==> config.mk <==
export PLATFORM = sky130hd
export DESIGN_NAME = fec_frame_ctrl
export DESIGN_NICKNAME = d
export VERILOG_FILES = /design/src/rtl/fec_frame_ctrl.sv
export SDC_FILE = /design/constraint.sdc
export NUM_CORES = 1
export LEC_CHECK = 0
export CAP_MARGIN = 20
export CORE_MARGIN = 4
export CORE_UTILIZATION = 40
export CTS_CLUSTER_DIAMETER = 150
export DETAILED_ROUTE_END_ITERATION = 12
export GPL_TIMING_DRIVEN = 0
export PLACE_DENSITY = 0.66
export SYNTH_ARGS = -nofsm -noshare
export SYNTH_HDL_FRONTEND = slang
export SYNTH_SLANG_ARGS = --single-unit
==> constraint.sdc <==
create_clock -name clk_in -period 4.6 [get_ports clk_in]
set_input_delay 0.46 -clock clk_in [delete_from_list [all_inputs] [get_ports clk_in]]
set_output_delay 0.46 -clock clk_in [all_outputs]
set_load 0.02 [all_outputs]
==> src/rtl/fec_frame_ctrl.sv <==
// fec_frame_ctrl: feeds a 32-bit word serially to an FEC encoder and streams the 96-bit codeword out MSB first
module fec_frame_ctrl #(
   parameter int DONE_TIMEOUT    = 64,
   parameter int FRAME_CNT_WIDTH = 16
) (
   input  logic                       clk_in,
   input  logic                       rst_in,
   input  logic                       word_valid_in,
   input  logic [31:0]                word_in,
   output logic                       word_ready_out,
   output logic                       fec_start_out,
   output logic                       fec_data_out,
   input  logic                       fec_done_in,
   input  logic [95:0]                fec_word_in,
   input  logic                       tx_ready_in,
   output logic                       tx_valid_out,
   output logic                       tx_bit_out,
   output logic                       tx_last_out,
   output logic                       error_out,
   output logic [FRAME_CNT_WIDTH-1:0] frame_count_out,
   output logic [2:0]                 state_out
);
   localparam int TW = $clog2(DONE_TIMEOUT + 1);
   localparam logic [TW-1:0] WAIT_LAST = TW'(DONE_TIMEOUT - 1);
   typedef enum logic [2:0] {
      IDLE      = 3'd0,
      START     = 3'd1,
      SHIFT     = 3'd2,
      WAIT_DONE = 3'd3,
      SERIALIZE = 3'd4
   } state_t;
   state_t                     state_q, state_d;
   logic [31:0]                word_q, word_d;
   logic [95:0]                cw_q, cw_d;
   logic [6:0]                 cnt_q, cnt_d;
   logic [TW-1:0]              wait_q, wait_d;
   logic [FRAME_CNT_WIDTH-1:0] frames_q, frames_d;
   logic                       err_q, err_d;
   always_comb begin
      state_d  = state_q;
      word_d   = word_q;
      cw_d     = cw_q;
      cnt_d    = cnt_q;
      wait_d   = wait_q;
      frames_d = frames_q;
      err_d    = 1'b0;
      case (state_q)
         IDLE: if (word_valid_in) begin
            word_d  = word_in;
            cnt_d   = '0;
            state_d = START;
         end
         START: state_d = SHIFT;
         SHIFT: begin
            word_d = {word_q[30:0], 1'b0};
            cnt_d  = cnt_q + 7'd1;
            if (cnt_q == 7'd31) begin
               wait_d  = '0;
               state_d = WAIT_DONE;
            end
         end
         // done wins over a timeout landing in the same cycle
         WAIT_DONE: if (fec_done_in) begin
            cw_d    = fec_word_in;
            cnt_d   = '0;
            state_d = SERIALIZE;
         end else if (wait_q == WAIT_LAST) begin
            err_d   = 1'b1;
            state_d = IDLE;
         end else begin
            wait_d = wait_q + 1'b1;
         end
         SERIALIZE: if (tx_ready_in) begin
            cw_d  = {cw_q[94:0], 1'b0};
            cnt_d = cnt_q + 7'd1;
            if (cnt_q == 7'd95) begin
               frames_d = frames_q + 1'b1;
               state_d  = IDLE;
            end
         end
         default: state_d = IDLE;
      endcase
   end
   always_ff @(posedge clk_in) begin
      if (rst_in) begin
         state_q  <= IDLE;
         word_q   <= '0;
         cw_q     <= '0;
         cnt_q    <= '0;
         wait_q   <= '0;
         frames_q <= '0;
         err_q    <= 1'b0;
      end else begin
         state_q  <= state_d;
         word_q   <= word_d;
         cw_q     <= cw_d;
         cnt_q    <= cnt_d;
         wait_q   <= wait_d;
         frames_q <= frames_d;
         err_q    <= err_d;
      end
   end
   assign word_ready_out  = state_q == IDLE;
   assign fec_start_out   = state_q == START;
   assign fec_data_out    = state_q == SHIFT && word_q[31];
   assign tx_valid_out    = state_q == SERIALIZE;
   assign tx_bit_out      = tx_valid_out && cw_q[95];
   assign tx_last_out     = tx_valid_out && cnt_q == 7'd95;
   assign error_out       = err_q;
   assign frame_count_out = frames_q;
   assign state_out       = state_q;
endmodule

==> flow_metrics.py <==
metrics = {
    "setup_path": {
        "crit_path_max_fanout": 10,
        "timing.critical_path.from_type": "register",
        "critPathRequiredTime_ns": 4.14,
        "timing.reg2reg.setup_slack_ns": 2.53,
        "critical_path_arrival_ns": 2.63,
        "critical_path.top_delay_family": "buffers and inverters",
        "worst-setup-path-type": "register to primary output",
        "worstSetupEndpointType": "primary output",
        "critical_path_buf_inv_count": 3,
        "cell_chain_critical_path": "buf_2, nor3b_2, clkbuf_1, and2_1, clkdlybuf4s50_1",
        "timing.critical_path.slowest_stage_cell": "sky130_fd_sc_hd__clkdlybuf4s50_1",
        "critical_path.max_stage_delay_ns": 0.60,
    },
    "power": {
        "total_leakage_power_nw": 3.11,
        "power_density_cells_mw_per_mm2": 348,
        "peakVddDrop_v": 0.000266,
    },
    "yosys": {
        "synth_area_per_cell_um2": 9.24,
        "synth-async-reset-ratio_pct": 0,
        "dominantRegCellSynth": "sky130_fd_sc_hd__dfxtp_1",
        "netlist_area_mm2": 0.00731,
        "synth_largest_area_cell": "sky130_fd_sc_hd__dfxtp_1",
        "syn-num-nets": 927,
        "synth.yosys.seq_area_share_pct": 44.4,
        "synth_seq_cells": 162,
        "count_of_flip_flops_with_a_built_in_enable_after_synthesis": 0,
        "yosysUniqueCellTypes": 54,
        "post_synth_main_area_contributors": "sky130_fd_sc_hd__dfxtp_1 (44%), sky130_fd_sc_hd__mux2i_1 (13%), sky130_fd_sc_hd__a211oi_1 (10%)",
        "yosys_warnings": 0,
        "post-synth-top-area-fraction_pct": 44.4,
        "synth_cells": 791,
    },
    "routing": {
        "initial_detailed_routing_violation_count": 379,
        "drt-total-wl_um": 19200,
        "count_of_unresolved_drc_violations_after_routing": 0,
        "routed_wire_per_std_cell_um": 15.9,
        "detailroute.via_count": 6522,
        "dr.pass1.iters": 4,
        "vias_per_cell": 5.39,
        "remaining_number_of_nets_flagged_by_the_antenna_check_after_routing": 0,
    },
    "floorplanning": {
        "core_mm2": 0.0180,
        "die_w_um": 143,
        "start_util_pct": 40.7,
        "number_of_placed_i_o_pins": 159,
        "design.die.area_mm2": 0.0205,
        "floorplan.die.height_um": 143,
        "rows": 49,
    },
    "sta": {
        "layout_min_cycle_time_ns": 3.09,
        "final_setup_violation_count": 0,
        "setup_total_negative_slack_ns": 0,
        "transition_time_at_the_pin_with_the_least_slew_margin_ns": 0.686,
        "max_clock_freq_mhz": 323,
        "finalHoldViolations": 0,
        "period_share_pct": 67.2,
        "finClkSkew_ns": 0.00867,
        "finalMaxSlewViolations": 0,
        "max-slew-margin-rel_pct": 54.3,
        "rsz_0062_raised_after_global_routing": "no",
    },
    "global_route": {
        "grt_first_pass_wirelength_um": 30800,
        "globalRouteTotalUtil_pct": 18.6,
        "antenna_found_initial": 1,
        "grt_max_degree": 17,
        "vias_in_the_first_global_route": 6100,
        "grt_remaining_overflow": 0,
    },
    "clock_tree": {
        "clock-sinks": 162,
        "post_cts_hold_buffer_count": 0,
        "buffers_inserted_by_post_cts_timing_repair": 0,
        "worst_skew_pair.late_latency_ns": 0.43,
        "cts_tree": "yes",
        "htreeDepth": 4,
        "cts_inserted_buffers": 17,
        "max-clock-path-buffers": 2,
        "cts.repair.resized": 0,
        "ctsRootBufferMaster": "sky130_fd_sc_hd__clkbuf_16",
        "path_clk_slew_ns": 0.06,
    },
    "placed_design": {
        "gp_routability_congestion": 0.816,
        "portBuffers": 157,
        "post-dp-hpwl_um": 13900,
    },
    "finish": {
        "design.final.nets": 1103,
        "final_common_cell": "sky130_fd_sc_hd__dfxtp_1",
        "drive_above_1_share_pct": 8.27,
        "area.growth.synth_to_final_pct": 33.9,
        "layout.core_utilization_pct": 54.5,
        "layout.cells.most_common_list": "sky130_fd_sc_hd__dfxtp_1 (162), sky130_fd_sc_hd__clkdlybuf4s50_1 (157), sky130_fd_sc_hd__nor2_1 (112)",
    },
    "min_path": {
        "hp-class": "register to register",
    },
    "job": {
        "maximum_capacitance_violations": 0,
    },
    "outcome": {
        "status": "finished, final reports clean",
    },
}
==> layout make-up <==
class                   instances  area (um2)
fillers                      1674        8180
multi-input cells             550        3690
flip-flops and latches        162        3240
repair buffers                157        1570
clock buffers                  17         425
plain buffers                  71         338
well taps                     229         287
clock inverters                15         193
inverters                       8        30.0
diodes                          1        2.50
==> synth_stat cells, drive strengths merged (5+ instances only) <==
library cell / count
nand3: 18
a211oi: 98
nand4: 6
and2: 5
a21oi: 53
mux2i: 97
nand2: 43
nor2: 112
a311oi: 5
o31ai: 9
dfxtp: 162
buf: 40
o221ai: 31
o21ai: 5
inv: 8
or4: 7
nor3: 5
clkbuf: 31
==> metal layers <==
metal / global-route usage (%) / vias to the layer above / wire [um]
li1: - / 3319 / -
met1: 25.5 / 3036 / 8950
met2: 28.0 / 145 / 8760
met3: 5.16 / 22 / 1140
met4: 6.75 / 0 / 382
met5: 0 / - / 0
==> worst paths after layout <==
kind | startpoint | to | cells after the start
max | state_out[2]$_SDFFE_PP0P_ | fec_data_out | 5
min | word_q[31]$_SDFFE_PP0P_ | word_q[31]$_SDFFE_PP0P_ | 2
max reg2reg | state_out[0]$_SDFFE_PP0P_ | cw_q[49]$_SDFFE_PP0P_ | 5
min reg2reg | word_q[31]$_SDFFE_PP0P_ | word_q[31]$_SDFFE_PP0P_ | 2
==> logic make-up (layout without fill, tap and decap cells) <==
| kind of cell | Yosys count | in the layout | synth area share (%) |
|---|---|---|---|
| AOI/OAI and AO/OA | 219 | 219 | 21.4 |
| other | 0 | 1 | 0 |
| muxes | 98 | 98 | 13.4 |
| DFF | 162 | 162 | 44.4 |
| adders and majority gates | 3 | 3 | 0.514 |
| xor gates and xnor gates | 3 | 3 | 0.360 |
| buffers and inverters | 79 | 268 | 5.04 |
| and+or+nand+nor | 227 | 227 | 14.8 |
==> sequential cells by signal (all words and copies together) (netlist names) <==
name	cells
cw_q	96
word_q	32
frame_count_out	16
cnt_q	7
wait_q	7
state_out	3
error_out	1
==> worst register-to-register path: stages (launching register included) <==
cell and delay, ns:
sky130_fd_sc_hd__dfxtp_1 0.37, sky130_fd_sc_hd__and4bb_2 0.43, sky130_fd_sc_hd__a31o_2 0.14, sky130_fd_sc_hd__clkbuf_1 0.43, sky130_fd_sc_hd__clkbuf_1 0.41, sky130_fd_sc_hd__a211oi_1 0.15
==> metrics by stage <==
step,instance area [um2],hold WS [ns],power [mW],std cells,setup WS (ns)
floorplan,7310,0.427,1.75,791,2.56
global route,9780,0.466,3.55,1210,1.37
finish,9780,0.453,3.41,1210,1.51
global placement,9160,0.437,1.94,1177,1.94
detailed placement,9160,0.444,1.94,1177,1.95
CTS,9780,0.452,3.44,1209,1.47
==> report_power, final <==
part           total, mW  internal (mW)  switching, mW
clock network       1.50          0.872          0.626
registers           1.50           1.46         0.0329
logic              0.413          0.209          0.204
total               3.41           2.55          0.863
Note: power is estimated with default switching activity, not from simulation.
==> edit 1, RTL diff (same flow settings) <==
The parameter `FRAME_CNT_WIDTH` goes from 16 to 14.
--- a/src/rtl/fec_frame_ctrl.sv
+++ b/src/rtl/fec_frame_ctrl.sv
@@ -1,7 +1,7 @@
 // fec_frame_ctrl: feeds a 32-bit word serially to an FEC encoder and streams the 96-bit codeword out MSB first
 module fec_frame_ctrl #(
    parameter int DONE_TIMEOUT    = 64,
-   parameter int FRAME_CNT_WIDTH = 16
+   parameter int FRAME_CNT_WIDTH = 14
 ) (
    input  logic                       clk_in,
    input  logic                       rst_in,
Interface: changed (resized frame_count_out); port bits go from 159 to 157. No check against the original RTL was run, so the function may have changed too.
==> edit 1 against the original RTL <==
- first-iteration DRC count increased by 31%
- cell count rose by 3.5%
- worst setup slack lost 0.066 ns
- non-clock buffer count is the same
- routed wire length decreased by 1.2%
- synthesized area is 5.9% lower
- cell area down 5.1%
- sequential cell count fell by 2
- worst hold slack got worse by 0.0014 ns
- sequential share of layout area increased by 1.3 points
- critical path depth rose by 1
- register-to-register slack got worse by 0.26 ns
Power is not compared: it rests on default switching activity, and its combinational part moved more than twofold at a synthesized area within 25%.
==> edit 1: results (changes against the original RTL) <==
Status: finished, final reports clean
Worst vdd ir: 276.8 uV
Largest net degree at the start of global routing: 17 (unchanged)
H-tree Lvls: 4 (unchanged)
Initial antenna violation count: 1 (unchanged)
Number of fillers in the final layout: 1,607 (-4.0%)
Clock slew at reported path FFs: 0.06 ns (about the same)
Pint: 0.002786 W
Vias: 6,713 (+2.9%)
Final Skew: 0.007664 ns (-0.001008 ns)
Post-synthesis cell type count: 47 (-13%)
Slew @ Worst Pin: 0.8957 ns (+0.2097 ns)
Mean post-synth cell area: 8.138 sq um (-12%)
Worst skew pair latency: 0.42 ns
Post-synth net total: 981 (+5.8%)
DRT iter0 DRCs: 498 (+31%)
Worst-path maximum fanout: 10 (unchanged)
Initial DRT Pass Iterations: 8 (+4)
DP HPWL: 13,570 um (-2.2%)
Hold Path Class: flop to flop
Worst slack, placed: 1.848 ns (-0.09789 ns)
Slowest stage delay, CP: 0.69 ns (+0.09 ns)
Final nets: 1,155 (+4.7%)
Yosys warnings: 0 (unchanged)
Cts bufs inserted: 17 (unchanged)
RD Place Congestion: 0.8459 (+3.7%)
Port Buffers: 155 (-1.3%)
Root Buffer: clkbuf_16
CP max stage cell: clkdlybuf4s50_1
Layout cell share with drive strength beyond 1: 4.167% (-4.1 points)
Vias/cell: 5.362 (-0.52%)
Async SR Flop Fraction: 0% (unchanged)
Detailed-route wire length: 19,000 um (-1.2%)
Largest Register: cw_q
Vias in the first global route: 6,353 (+4.1%)
Crit path DAT: 2.70 ns (+0.07 ns)
Post-synthesis sequential area ratio: 46.58% (+2.2 points)
Total global-route track usage: 19.26% (+0.68 points)
Area contributors post-synth: dfxtp_1, a311oi_1, nand2_1, nor2_1, a222oi_1
Clock buffer depth: 2 (unchanged)
Post-cts sizing count: 0 (unchanged)
First-pass GRT wire length: 31,210 um (+1.5%)
Diode count: 0 (-1)
# Post-CTS Setup Buffers: 0 (unchanged)
Largest register FFs: 96 (unchanged)
Top cells by count, synth: nand2_1, dfxtp_1, nor2_1
Leakage: 3.238 nW
==> edit 1: worst paths after layout <==
| path | start | endpoint | slack, ns | cells past startpoint |
|---|---|---|---|---|
| max | state_out[0]$_SDFFE_PP0P_ | tx_valid_out | 1.44 | 6 |
| min | wait_q[6]$_SDFFE_PP0P_ | wait_q[6]$_SDFFE_PP0P_ | 0.45 | 2 |
| max reg2reg | state_out[1]$_SDFFE_PP0P_ | cw_q[29]$_SDFFE_PP0P_ | 2.27 | 7 |
| min reg2reg | wait_q[6]$_SDFFE_PP0P_ | wait_q[6]$_SDFFE_PP0P_ | 0.45 | 2 |
==> edit 1: cell families (layout without fill, tap and decap cells) <==
logic type | Yosys count | in the layout | share of synthesized area (%)
AO/OA/AOI/OAI | 159 | 159 | 19.80
XOR/XNOR | 20 | 20 | 2.547
adder cells (fa/ha/maj) | 3 | 3 | 0.5459
buffers and inverters | 83 | 270 | 4.894
flip-flops | 160 | 160 | 46.58
multiplexers | 3 | 3 | 0.4367
AND/OR/NAND/NOR | 417 | 417 | 25.20
==> edit 1: metal layers <==
layer | global-route usage [%] | wire length [um] | up-vias | part of all wire, %
li1 | - | - | 3367 | -
met5 | 0 | 13 | - | 0.068
met1 | 27.14 | 9065 | 3140 | 48
met3 | 5.000 | 1103 | 24 | 5.8
met4 | 5.304 | 254 | 2 | 1.3
met2 | 29.35 | 8564 | 180 | 45
==> edit 1: metrics by stage <==
stage | area [sq um] | hold WS [ns]
6_report | 9288 | 0.4521
5_1_grt | 9288 | 0.4760
4_1_cts | 9288 | 0.4551
3_3_place_gp | 8703 | 0.4390
3_5_place_dp | 8703 | 0.4462
2_1_floorplan | 6877 | 0.4244
==> edit 1: critical path: cells and delay by family (launching register included) <==
| family | cells | cell delay, ns |
|---|---|---|
| buffers and inverters | 5 | 1.57 |
| and+or+nand+nor | 1 | 0.37 |
| DFF | 1 | 0.32 |
==> edit 1: cell type report <==
cell class	instances	area (sq um)	share of cell area, %
Clock buffer	23	478.0	5.146
Clock inverter	9	106.4	1.145
Multi-Input combinational cell	602	3337	35.93
Sequential cell	160	3203	34.49
Tap cell	220	275.3	2.964
Buffer	73	299.0	3.220
Inverter	10	37.54	0.4041
Timing Repair Buffer	155	1551	16.70
==> edit 1: power groups by stage <==
| stage | logic (W) | registers, W | clock network (W) |
|---|---|---|---|
| 2_1_floorplan | 0.000546 | 0.00167 | 0 |
| 3_3_place_gp | 0.000835 | 0.00169 | 0 |
| 3_5_place_dp | 0.000843 | 0.00169 | 0 |
| 4_1_cts | 0.000848 | 0.00166 | 0.00143 |
| 5_1_grt | 0.000948 | 0.00168 | 0.00149 |
| 6_report | 0.000850 | 0.00166 | 0.00140 |
==> edit 2, RTL diff (config.mk and constraints unchanged) <==
Without the edit above. Put one more register stage on the output `frame_count_out`. The value now appears one clock later. The other outputs are not delayed to match.
--- a/src/rtl/fec_frame_ctrl.sv
+++ b/src/rtl/fec_frame_ctrl.sv
@@ -107,7 +107,9 @@
    assign tx_bit_out      = tx_valid_out && cw_q[95];
    assign tx_last_out     = tx_valid_out && cnt_q == 7'd95;
    assign error_out       = err_q;
-   assign frame_count_out = frames_q;
+   always_ff @(posedge clk_in) begin
+      frame_count_out <= frames_q;
+   end
    assign state_out       = state_q;
 endmodule
 
Function: no difference found for any inputs over 10 cycles, from zero or initial values and one cycle with rst_in high; that may be too few to reach the edited logic, so the function may still have changed.
==> edit 2 against the original RTL <==
- synthesized area is 4.9% higher
- total power increased by 13%
- cell area up 4.0%
- cell count increased by 5.2%
- sequential cell count is 16 higher
- routed wire length is 1.9% higher
- worst setup slack worse by 0.46 ns
- global-route usage fell by 0.49 points
- critical endpoint is now tx_last_out
==> edit 2: results (changes against the original RTL) <==
Status: finished, final reports clean
Final nets: 1,162 (+5.3%)
Worst R2R Start: state_out[2]$_SDFFE_PP0P_
Top cells by count, synth: dfxtp_1, nor2_1, a211oi_1, mux2i_1, nand2_1
Post-synthesis sequential area ratio: 46.49% (+2.1 points)
Setup ws final: 1.044 ns (-0.4634 ns)
Hold Path Stages: 0 (-2)
Synthesis-stage register bit count: 178 (+9.9%)
Invs w/o clock: 4 (-4)
Vias/cell: 5.295 (-1.8%)
Post-DP Area: 0.009529 sq mm (+4.0%)
Crit path to: tx_last_out
DRT iter0 DRCs: 306 (-19%)
Met3 track demand over resource: 3.321% (-1.8 points)
Initial antenna violation count: 0 (-1)
Initial DRT Pass Iterations: 5 (+1)
R2R cell count: 7 (+2)
Metal2 WL: 9151 um (+4.4%)
Detailed-route wire length: 19,610 um (+1.9%)
First-pass GRT wire length: 32,310 um (+5.0%)
Diode count: 0 (-1)
Worst slack, placed: 1.379 ns (-0.5670 ns)
Data buffer area share: 18.55% (-0.96 points)
Leakage: 3.325 nW (+7.0%)
Met1 Use GR: 24.71% (-0.79 points)
Total global-route track usage: 18.09% (-0.49 points)
Met2 Usage GRT: 29.54% (+1.6 points)
Xor and xnor fraction of the mapped netlist area: 0.5713% (+0.21 points)
Reg-to-reg slack, setup: 2.16 ns (-0.37 ns)
Sequential share of cell area: 35.01% (+1.9 points)
Adder-Cell Fraction of Synth Area: 0.4897% (-0.024 points)
Hold_sp: frames_q[15]$_SDFFE_PP0P_
Mux cell area share after synthesis: 12.55% (-0.89 points)
Area contributors post-synth: dfxtp_1, mux2i_1, a211oi_1, nor2_1, a311oi_1
Worst vdd ir: 235.3 uV (-12%)
RD Place Congestion: 0.7980 (-2.2%)
Final non-filler cell area: 0.01018 sq mm (+4.0%)
Layout cell share with drive strength beyond 1: 5.101% (-3.2 points)
Clock buffer count: 20 (+3)
Nonclk buf count: 232 (+1.8%)
Met1 Wirelength: 9382 um (+4.9%)
DP HPWL: 13,810 um (-0.47%)
Metal3 WL: 820 um (-28%)
Placeable core region: 0.01877 sq mm (+4.5%)
Number of fillers in the final layout: 1,789 (+6.9%)
==> edit 2: cell count changes after synthesis, moves of 5 or more <==
cell      unedited run  this run
o221ai_1            31         0
a31oi_1              0         6
nand2_1             43        77
nor2_1             112       143
a21oi_1             53        26
a311oi_1             5        35
buf_2               33        16
o21ai_0              4        12
clkbuf_1            31        51
nand3_1             16        22
or3_1                4         9
dfxtp_1            162       178
==> edit 2: per-stage QoR <==
| step | hold slack, ns | cells |
|---|---|---|
| 2_1_floorplan | 0.3445 | 850 |
| 3_3_place_gp | 0.3693 | 1241 |
| 3_5_place_dp | 0.3644 | 1241 |
| 4_1_cts | 0.3792 | 1273 |
| 5_1_grt | 0.3893 | 1273 |
| 6_report | 0.3787 | 1273 |
==> edit 2: power by group <==
group / internal [W] / switching [W]
Clock: 0.000953 / 0.000633
Combinational: 0.000266 / 0.000299
Sequential: 0.00164 / 0.0000527
